--- src/rtl/axi_rd_arbiter.sv ---
// axi_rd_arbiter
// Round-robin arbiter for the AXI read-address channel. One master at a time
// owns the AR path and keeps the grant until the last R beat of its burst
// has been handshaked. The FSM has three states: IDLE, ADDR and DATA.
// Optional feature: define AXI_RD_ARB_TIMEOUT_EN to add an R-phase watchdog
// (TIMEOUT_CYC cycles) and the timeout_o pulse output.
module axi_rd_arbiter #(
  parameter int NUM_M       = 3,
  parameter int IDX_W       = 2,
  parameter int ADDR_W      = 32,
  parameter int LEN_W       = 4,
  parameter int TIMEOUT_CYC = 1024
) (
  input  logic                    ACLK,
  input  logic                    ARESETn,
  input  logic [NUM_M-1:0]        arvalid_m_i,
  input  logic [NUM_M*ADDR_W-1:0] araddr_m_i,
  input  logic [NUM_M*LEN_W-1:0]  arlen_m_i,
  output logic [NUM_M-1:0]        arready_m_o,
  output logic                    arvalid_o,
  output logic [ADDR_W-1:0]       araddr_o,
  output logic [LEN_W-1:0]        arlen_o,
  input  logic                    arready_i,
  input  logic                    rvalid_i,
  input  logic                    rready_i,
  input  logic                    rlast_i,
  output logic [NUM_M-1:0]        grant_o,
  output logic [IDX_W-1:0]        grant_idx_o,
  output logic                    busy_o
`ifdef AXI_RD_ARB_TIMEOUT_EN
  ,
  output logic                    timeout_o
`endif
);

  // Elaboration-time sanity check of the configuration.
  if (IDX_W < $clog2(NUM_M) || TIMEOUT_CYC < 2) begin : g_bad_cfg
    $error("axi_rd_arbiter: IDX_W too narrow or TIMEOUT_CYC below 2");
  end

  typedef enum logic [1:0] {
    ST_IDLE = 2'd0,
    ST_ADDR = 2'd1,
    ST_DATA = 2'd2
  } state_t;

  state_t              state_r;
  state_t              state_nxt_s;

  logic [NUM_M-1:0]    grant_r;
  logic [IDX_W-1:0]    grant_idx_r;
  logic [IDX_W-1:0]    last_r;
  logic                busy_r;

  logic                pick_vld_s;
  logic [IDX_W-1:0]    pick_idx_s;
  logic [NUM_M-1:0]    pick_oh_s;

  logic                sel_vld_s;
  logic [ADDR_W-1:0]   sel_addr_s;
  logic [LEN_W-1:0]    sel_len_s;

  logic                ar_hs_s;
  logic                r_last_hs_s;
  logic                timeout_s;

  // Round-robin pick: first requester after last_r, wrapping NUM_M-1 -> 0.
  always_comb begin
    pick_vld_s = 1'b0;
    pick_idx_s = '0;
    for (int off = 1; off <= NUM_M; off++) begin
      for (int k = 0; k < NUM_M; k++) begin
        if (!pick_vld_s && arvalid_m_i[k] &&
            (((int'(last_r) + off) % NUM_M) == k)) begin
          pick_vld_s = 1'b1;
          pick_idx_s = IDX_W'(k);
        end else begin
          pick_vld_s = pick_vld_s;
        end
      end
    end
  end

  // One-hot form of the winning index, loaded into the grant register.
  always_comb begin
    pick_oh_s = '0;
    for (int k = 0; k < NUM_M; k++) begin
      if (pick_idx_s == IDX_W'(k)) begin
        pick_oh_s[k] = 1'b1;
      end else begin
        pick_oh_s[k] = 1'b0;
      end
    end
  end

  // Select the granted master's request fields from the packed buses.
  always_comb begin
    sel_vld_s  = 1'b0;
    sel_addr_s = '0;
    sel_len_s  = '0;
    for (int k = 0; k < NUM_M; k++) begin
      if (grant_idx_r == IDX_W'(k)) begin
        sel_vld_s  = arvalid_m_i[k];
        sel_addr_s = araddr_m_i[k*ADDR_W +: ADDR_W];
        sel_len_s  = arlen_m_i[k*LEN_W +: LEN_W];
      end else begin
        sel_vld_s  = sel_vld_s;
      end
    end
  end

  // Address handshake only counts in ADDR; R beats only count in DATA.
  assign ar_hs_s     = (state_r == ST_ADDR) & sel_vld_s & arready_i;
  assign r_last_hs_s = (state_r == ST_DATA) & rvalid_i & rready_i & rlast_i;

`ifdef AXI_RD_ARB_TIMEOUT_EN
  logic [15:0] wd_cnt_r;

  // Watchdog: count DATA cycles that pass without the closing R beat.
  always_ff @(posedge ACLK or negedge ARESETn) begin
    if (!ARESETn) begin
      wd_cnt_r <= 16'd0;
    end else if (ar_hs_s) begin
      wd_cnt_r <= 16'd0;
    end else if ((state_r == ST_DATA) && !r_last_hs_s && !timeout_s) begin
      wd_cnt_r <= wd_cnt_r + 16'd1;
    end else begin
      wd_cnt_r <= wd_cnt_r;
    end
  end

  // A last-beat handshake on the limit cycle wins over the timeout.
  assign timeout_s = (state_r == ST_DATA) && !r_last_hs_s &&
                     (wd_cnt_r == 16'(TIMEOUT_CYC - 1));
  assign timeout_o = timeout_s;
`else
  assign timeout_s = 1'b0;
`endif

  // State register.
  always_ff @(posedge ACLK or negedge ARESETn) begin
    if (!ARESETn) begin
      state_r <= ST_IDLE;
    end else begin
      state_r <= state_nxt_s;
    end
  end

  // Next-state logic.
  always_comb begin
    state_nxt_s = state_r;
    case (state_r)
      ST_IDLE: begin
        if (pick_vld_s) begin
          state_nxt_s = ST_ADDR;
        end else begin
          state_nxt_s = ST_IDLE;
        end
      end
      ST_ADDR: begin
        if (ar_hs_s) begin
          state_nxt_s = ST_DATA;
        end else begin
          state_nxt_s = ST_ADDR;
        end
      end
      ST_DATA: begin
        if (r_last_hs_s || timeout_s) begin
          state_nxt_s = ST_IDLE;
        end else begin
          state_nxt_s = ST_DATA;
        end
      end
      default: begin
        state_nxt_s = ST_IDLE;
      end
    endcase
  end

  // Decoder-side outputs and per-master ready, decoded from the state.
  always_comb begin
    arvalid_o   = 1'b0;
    araddr_o    = '0;
    arlen_o     = '0;
    arready_m_o = '0;
    case (state_r)
      ST_ADDR: begin
        arvalid_o = sel_vld_s;
        araddr_o  = sel_addr_s;
        arlen_o   = sel_len_s;
        if (arready_i) begin
          arready_m_o = grant_r;
        end else begin
          arready_m_o = '0;
        end
      end
      ST_DATA: begin
        araddr_o = sel_addr_s;
        arlen_o  = sel_len_s;
      end
      default: begin
        arvalid_o = 1'b0;
      end
    endcase
  end

  // Grant, round-robin pointer and busy flag registers.
  always_ff @(posedge ACLK or negedge ARESETn) begin
    if (!ARESETn) begin
      grant_r     <= '0;
      grant_idx_r <= '0;
      last_r      <= IDX_W'(NUM_M - 1);
      busy_r      <= 1'b0;
    end else begin
      busy_r <= (state_nxt_s != ST_IDLE);
      if ((state_r == ST_IDLE) && pick_vld_s) begin
        grant_r     <= pick_oh_s;
        grant_idx_r <= pick_idx_s;
      end else if ((state_r == ST_DATA) && (r_last_hs_s || timeout_s)) begin
        grant_r     <= '0;
      end else begin
        grant_r     <= grant_r;
      end
      if (ar_hs_s || timeout_s) begin
        last_r <= grant_idx_r;
      end else begin
        last_r <= last_r;
      end
    end
  end

  assign grant_o     = grant_r;
  assign grant_idx_o = grant_idx_r;
  assign busy_o      = busy_r;

endmodule

--- config.mk ---
export PLATFORM = sky130hd
export DESIGN_NAME = axi_rd_arbiter
export DESIGN_NICKNAME = d
export VERILOG_FILES = /design/src/rtl/axi_rd_arbiter.sv
export SDC_FILE = /design/constraint.sdc
export NUM_CORES = 1
export LEC_CHECK = 0
export ABC_AREA = 1
export CORE_MARGIN = 1.5
export CORE_UTILIZATION = 30
export CTS_BUF_LIST = sky130_fd_sc_hd__clkbuf_8
export DETAILED_ROUTE_END_ITERATION = 6
export PLACE_DENSITY_LB_ADDON = 0.3
export SYNTH_ARGS = -nofsm -noshare
export SYNTH_HDL_FRONTEND = slang
export SYNTH_SLANG_ARGS = --single-unit
--- constraint.sdc ---
create_clock -name ACLK -period 2.34 [get_ports ACLK]
set_input_delay 0.468 -clock ACLK [delete_from_list [all_inputs] [get_ports ACLK]]
set_output_delay 0.468 -clock ACLK [all_outputs]
set_load 0.02 [all_outputs]
# Word level (Yosys, flattened, before mapping)
# Index checks and enable logic that the tools add are counted.
# totals
word_cells	104
input_bits	117
regBits	10
out_inout_bits	46
# classes
add_sub_neg	3
eq_ne	12
n_mux	40
reduce_logical	36
bitwise_logic	5
div_mod_pow	3
# op_table
cell	n
2-to-1 mux 32 bit	4
equality test 32 x 2 -> 1 bit, second input constant	3
equality test 32 x 3 -> 1 bit, second input constant	3
logical NOT 32 bit	3
modulo 32 x 3 -> 32 bit, second input constant	3
logical AND 1 bit	19
2-to-1 mux 1 bit	18
2-to-1 mux 2 bit	9
2-to-1 mux 4 bit	4
2-to-1 mux 3 bit	4
logical NOT 1 bit	8
adder 2 x 2 -> 3 bit, second input constant	2
equality test 2 x 1 -> 1 bit, second input constant	3
equality test 2 bit, second input constant	3
logical NOT 2 bit	3
one-hot mux 2 bit (3 select lines)	1
AND 1 bit	5
nonzero test 2 bit	2
adder 2 x 1 -> 3 bit, second input constant	1
OR reduction 2 bit	1

# Depth between registers and ports, before layout
# logic_depth
ltp_word	40
depth_mapped	12

# Least setup slack after synthesis
# No wires, ideal clock.
# synth_timing
path_kind	register to output
start	reg state_r[0]
end	out araddr_o[10]
path_buffers	2
stages_incl_launch_ff	7
path_slack_ns	0.458
arrival_time_ns	1.414
cell_sequence	dfrtp_1 > inv_1 > ha_1 > clkbuf_1 > buf_1 > nand2_1 > inv_1
# synth_between
elab_chain_cells	3
word_cells_on_any_way	4
classes_between	eq/ne (2); mux (1); reduce/logical (1)
# synth_lines
item	line	rtl
start: declaration	47	state_t state_r;
start signal: assignment	145	state_r <= state_nxt_s;
equality test 2 x 1 -> 1 bit or equality test 2 bit (tied branches)	186	case (state_r)
OR reduction 2 bit (no line) (*)	n/a	
2-to-1 mux 32 bit (*)	186	
end: declaration	21	output logic [ADDR_W-1:0] araddr_o,
# Every way passes the cells marked *; elsewhere a longest branch is shown, timed or not.

# Final worst setup path
# layout_timing
start	reg state_r[1]
end	out arready_m_o[1]
# layout_between
elab_chain_cells	2
# layout_lines
item	line	rtl
equality test 2 x 1 -> 1 bit	186	
2-to-1 mux 3 bit	186	
end: declaration	19	output logic [NUM_M-1:0] arready_m_o,
# Every way passes these cells.

==> metrics.yaml <==
status: "finished, final reports clean"
fin_crit_ns: 2.24
ios: 163
dp_hpwl_um: 5950
ir_worst_vdd_v: 0.000999
syn_inst: 331
critPathSlowestCell: "clkdlybuf4s50_1"
die-area_mm2: 0.00583
placedCellCount: 559
synth_edf_count: 0
stdcell_area_mm2: 0.00340
drtIter0Drc: 136
die_w_um: 76.4
regArea_um2: 254
cap_violations: 0
p_leak_nw: 1.94
yosys-top-cells-area: "nand2_1, dfrtp_1, nand3_1"
initial_core_util_pct: 31.4
ys_ff_latch: 10
cts_setup_buffers: 0
utilization_pct: 66.1
finalSetupTns_ns: 0
end_kind: "primary output"
drc_errors: 0
synthFlopType: "dfrtp_1"
vias_per_cell: 4.56
synth_top_area_cell: "nand2_1"
rr_startpoint: "last_r[1]$_DFFE_PN1P_"
worst-path-max-fanout: 3
coreArea_mm2: 0.00514
syn_area_mm2: 0.00162
holdPathStages: 2
worstReg2RegEnd: "busy_o$_DFF_PN0_"
hold_start: "last_r[1]$_DFFE_PN1P_"
wl_um: 7460
yosysWarnings: 0
multi_input_area_mm2: 0.00109
wl_per_cell_um: 13.2
cts_buffers: 3
die_y_um: 76.4
grt_pass1_wl_um: 11700
antenna_found_initial: 0
worst_hold_path.endpoint: "last_r[1]$_DFFE_PN1P_"
path_clk_slew_ns: 0.05
power_density_mw_per_mm2: 1250
cp_data_arrival_time_ns: 1.77
worstPathRequired_ns: 1.87
tritoncts: "done"
cpPeakStageDelay_ns: 0.61
area.growth.synth_to_final_pct: 110
r2r_setup_slack_ns: 0.41
yosysTopAreaCellShare_pct: 40.7
syn_avg_cell_area_um2: 4.88
htreeDepth: 1
nFillCells: 473
cp_cell_sequence: "inv_1, ha_1, nand2_1, nor2_1, clkdlybuf4s50_1"
critPathKind: "flop to primary output"
vias: 2566
grt_start_max_net_pins: 38
antenna_cells: 0
slew_headroom_pct: 69.7
skew_ns: 0.00575
stdcell_count: 563
hold_viol: 0
num_rows: 26
drive_above_1_share_pct: 4.67
synthDistinctLibCells: 18
nNetsFinal: 617
fin_total_pwr_mw: 4.24
drt_pass1_iterations: 5
setup_viol: 0
hp-class: "flop to flop"
ant_nets: 0
root_buffer: "clkbuf_8"
portBuffers: 162
slew_viol_final: 0
clk_path_buf_depth: 2
grtUsageTotal_pct: 24.8
gr-total-overflow: 0
cts_sinks: 10
start_kind: "flop"
ys_seq_area_share_pct: 15.6
rsz0062_at_grt: "no"
placed_area_mm2: 0.00338
fmax_mhz: 447
grt_pass1_vias: 2328
post-route-period-util_pct: 95.6
place_congestion: 0.885
tightest_slew_ns: 0.453
rr_worst_depth: 11
ys_async_sr_fraction_pct: 100
clock_latency_ns: 0.25
syn-num-nets: 454
==> cell usage in the layout (no fill, tap or decap), drive strengths merged <==
cell | netlist | final
clkdlybuf4s50 | 0 | 124
dlymetal6s2s | 0 | 1
nand2 | 176 | 176
dfrtp | 9 | 9
dfstp | 1 | 1
buf | 11 | 9
nand4 | 4 | 4
clkbuf | 2 | 4
nor2 | 14 | 14
ha | 6 | 6
o21ai | 6 | 6
a21oi | 1 | 1
nand3 | 45 | 45
dlygate4sd2 | 0 | 36
clkdlybuf4s15 | 0 | 1
inv | 56 | 56
==> flip-flops by register name (all words and copies together), names as in the netlist <==
register,count
state_r,2
grant_idx_o,2
grant_o,3
last_r,2
busy_o,1
==> cells in the mapped netlist, types with 2 or more instances <==
master,instances
buf_1,2
buf_2,9
clkbuf_1,2
dfrtp_1,9
ha_1,6
inv_1,53
inv_2,3
nand2_1,175
nand3_1,45
nand4_1,4
nor2_1,11
nor2_4,2
o21ai_0,4
o21ai_1,2
==> what timing repair did <==
action	CTS	global route
hold buffers	0	0
setup endpoints to repair	37	2
resized for setup	39	2
==> logic make-up after synthesis <==
| group | count (synthesis) | synth area share [%] |
|---|---|---|
| flip-flops | 10 | 15.6 |
| AND/OR/NAND/NOR | 239 | 60.9 |
| AO/OA/AOI/OAI | 7 | 2.17 |
| buffers and inverters | 69 | 16.7 |
| adder cells (fa/ha/maj) | 6 | 4.65 |
==> area by class of cell <==
type	count	share of cell area, %
timing repair buffer	171	49.9
multi-input combinational	252	32.2
inverter	56	6.19
tap	70	2.58
clock buffer	4	1.62
sequential	10	7.48
==> worst max-delay path, delay by kind of cell, from the launching register on <==
kind                     cells  cell delay (ns)
flip-flops                   1             0.39
adder cells (fa/ha/maj)      1             0.21
buffers and inverters        2             0.72
AND/OR/NAND/NOR              2             0.21
==> power by group <==
part,total (mW),internal [mW],switching (mW)
clock,0.229,0.149,0.0800
sequential,0.353,0.270,0.0831
combinational,3.66,1.42,2.24
total,4.24,1.84,2.40
==> worst max path at each step <==
stage / endpoint / depth (start not counted) / from / slack (ns)
final: arready_m_o[1] / 5 / state_r[1]$_DFF_PN0_ / 0.10
after detailed placement: arvalid_o / 6 / arvalid_m_i[0] / 0.008
after global placement: arvalid_o / 6 / arvalid_m_i[1] / 0.02
after CTS: arready_m_o[2] / 4 / arready_i / 0.08
after floorplan: araddr_o[10] / 6 / state_r[0]$_DFF_PN0_ / 0.46
after global routing: araddr_o[4] / 6 / state_r[0]$_DFF_PN0_ / 0.0009
==> layer usage <==
metal / GRT usage (%) / wire [um]
met1: 28.6 / 2980
met2: 45.0 / 3700
met3: 5.51 / 611
met4: 7.96 / 168
met5: 0 / 0
==> stage by stage <==
stage	setup slack, ns	hold slack, ns
2_1_floorplan	0.458	0.172
3_3_place_gp	0.0172	0.478
3_5_place_dp	0.00840	0.511
4_1_cts	0.0774	0.519
5_1_grt	0.000931	0.540
6_report	0.103	0.518
Note: power is estimated with default switching activity, not from simulation.
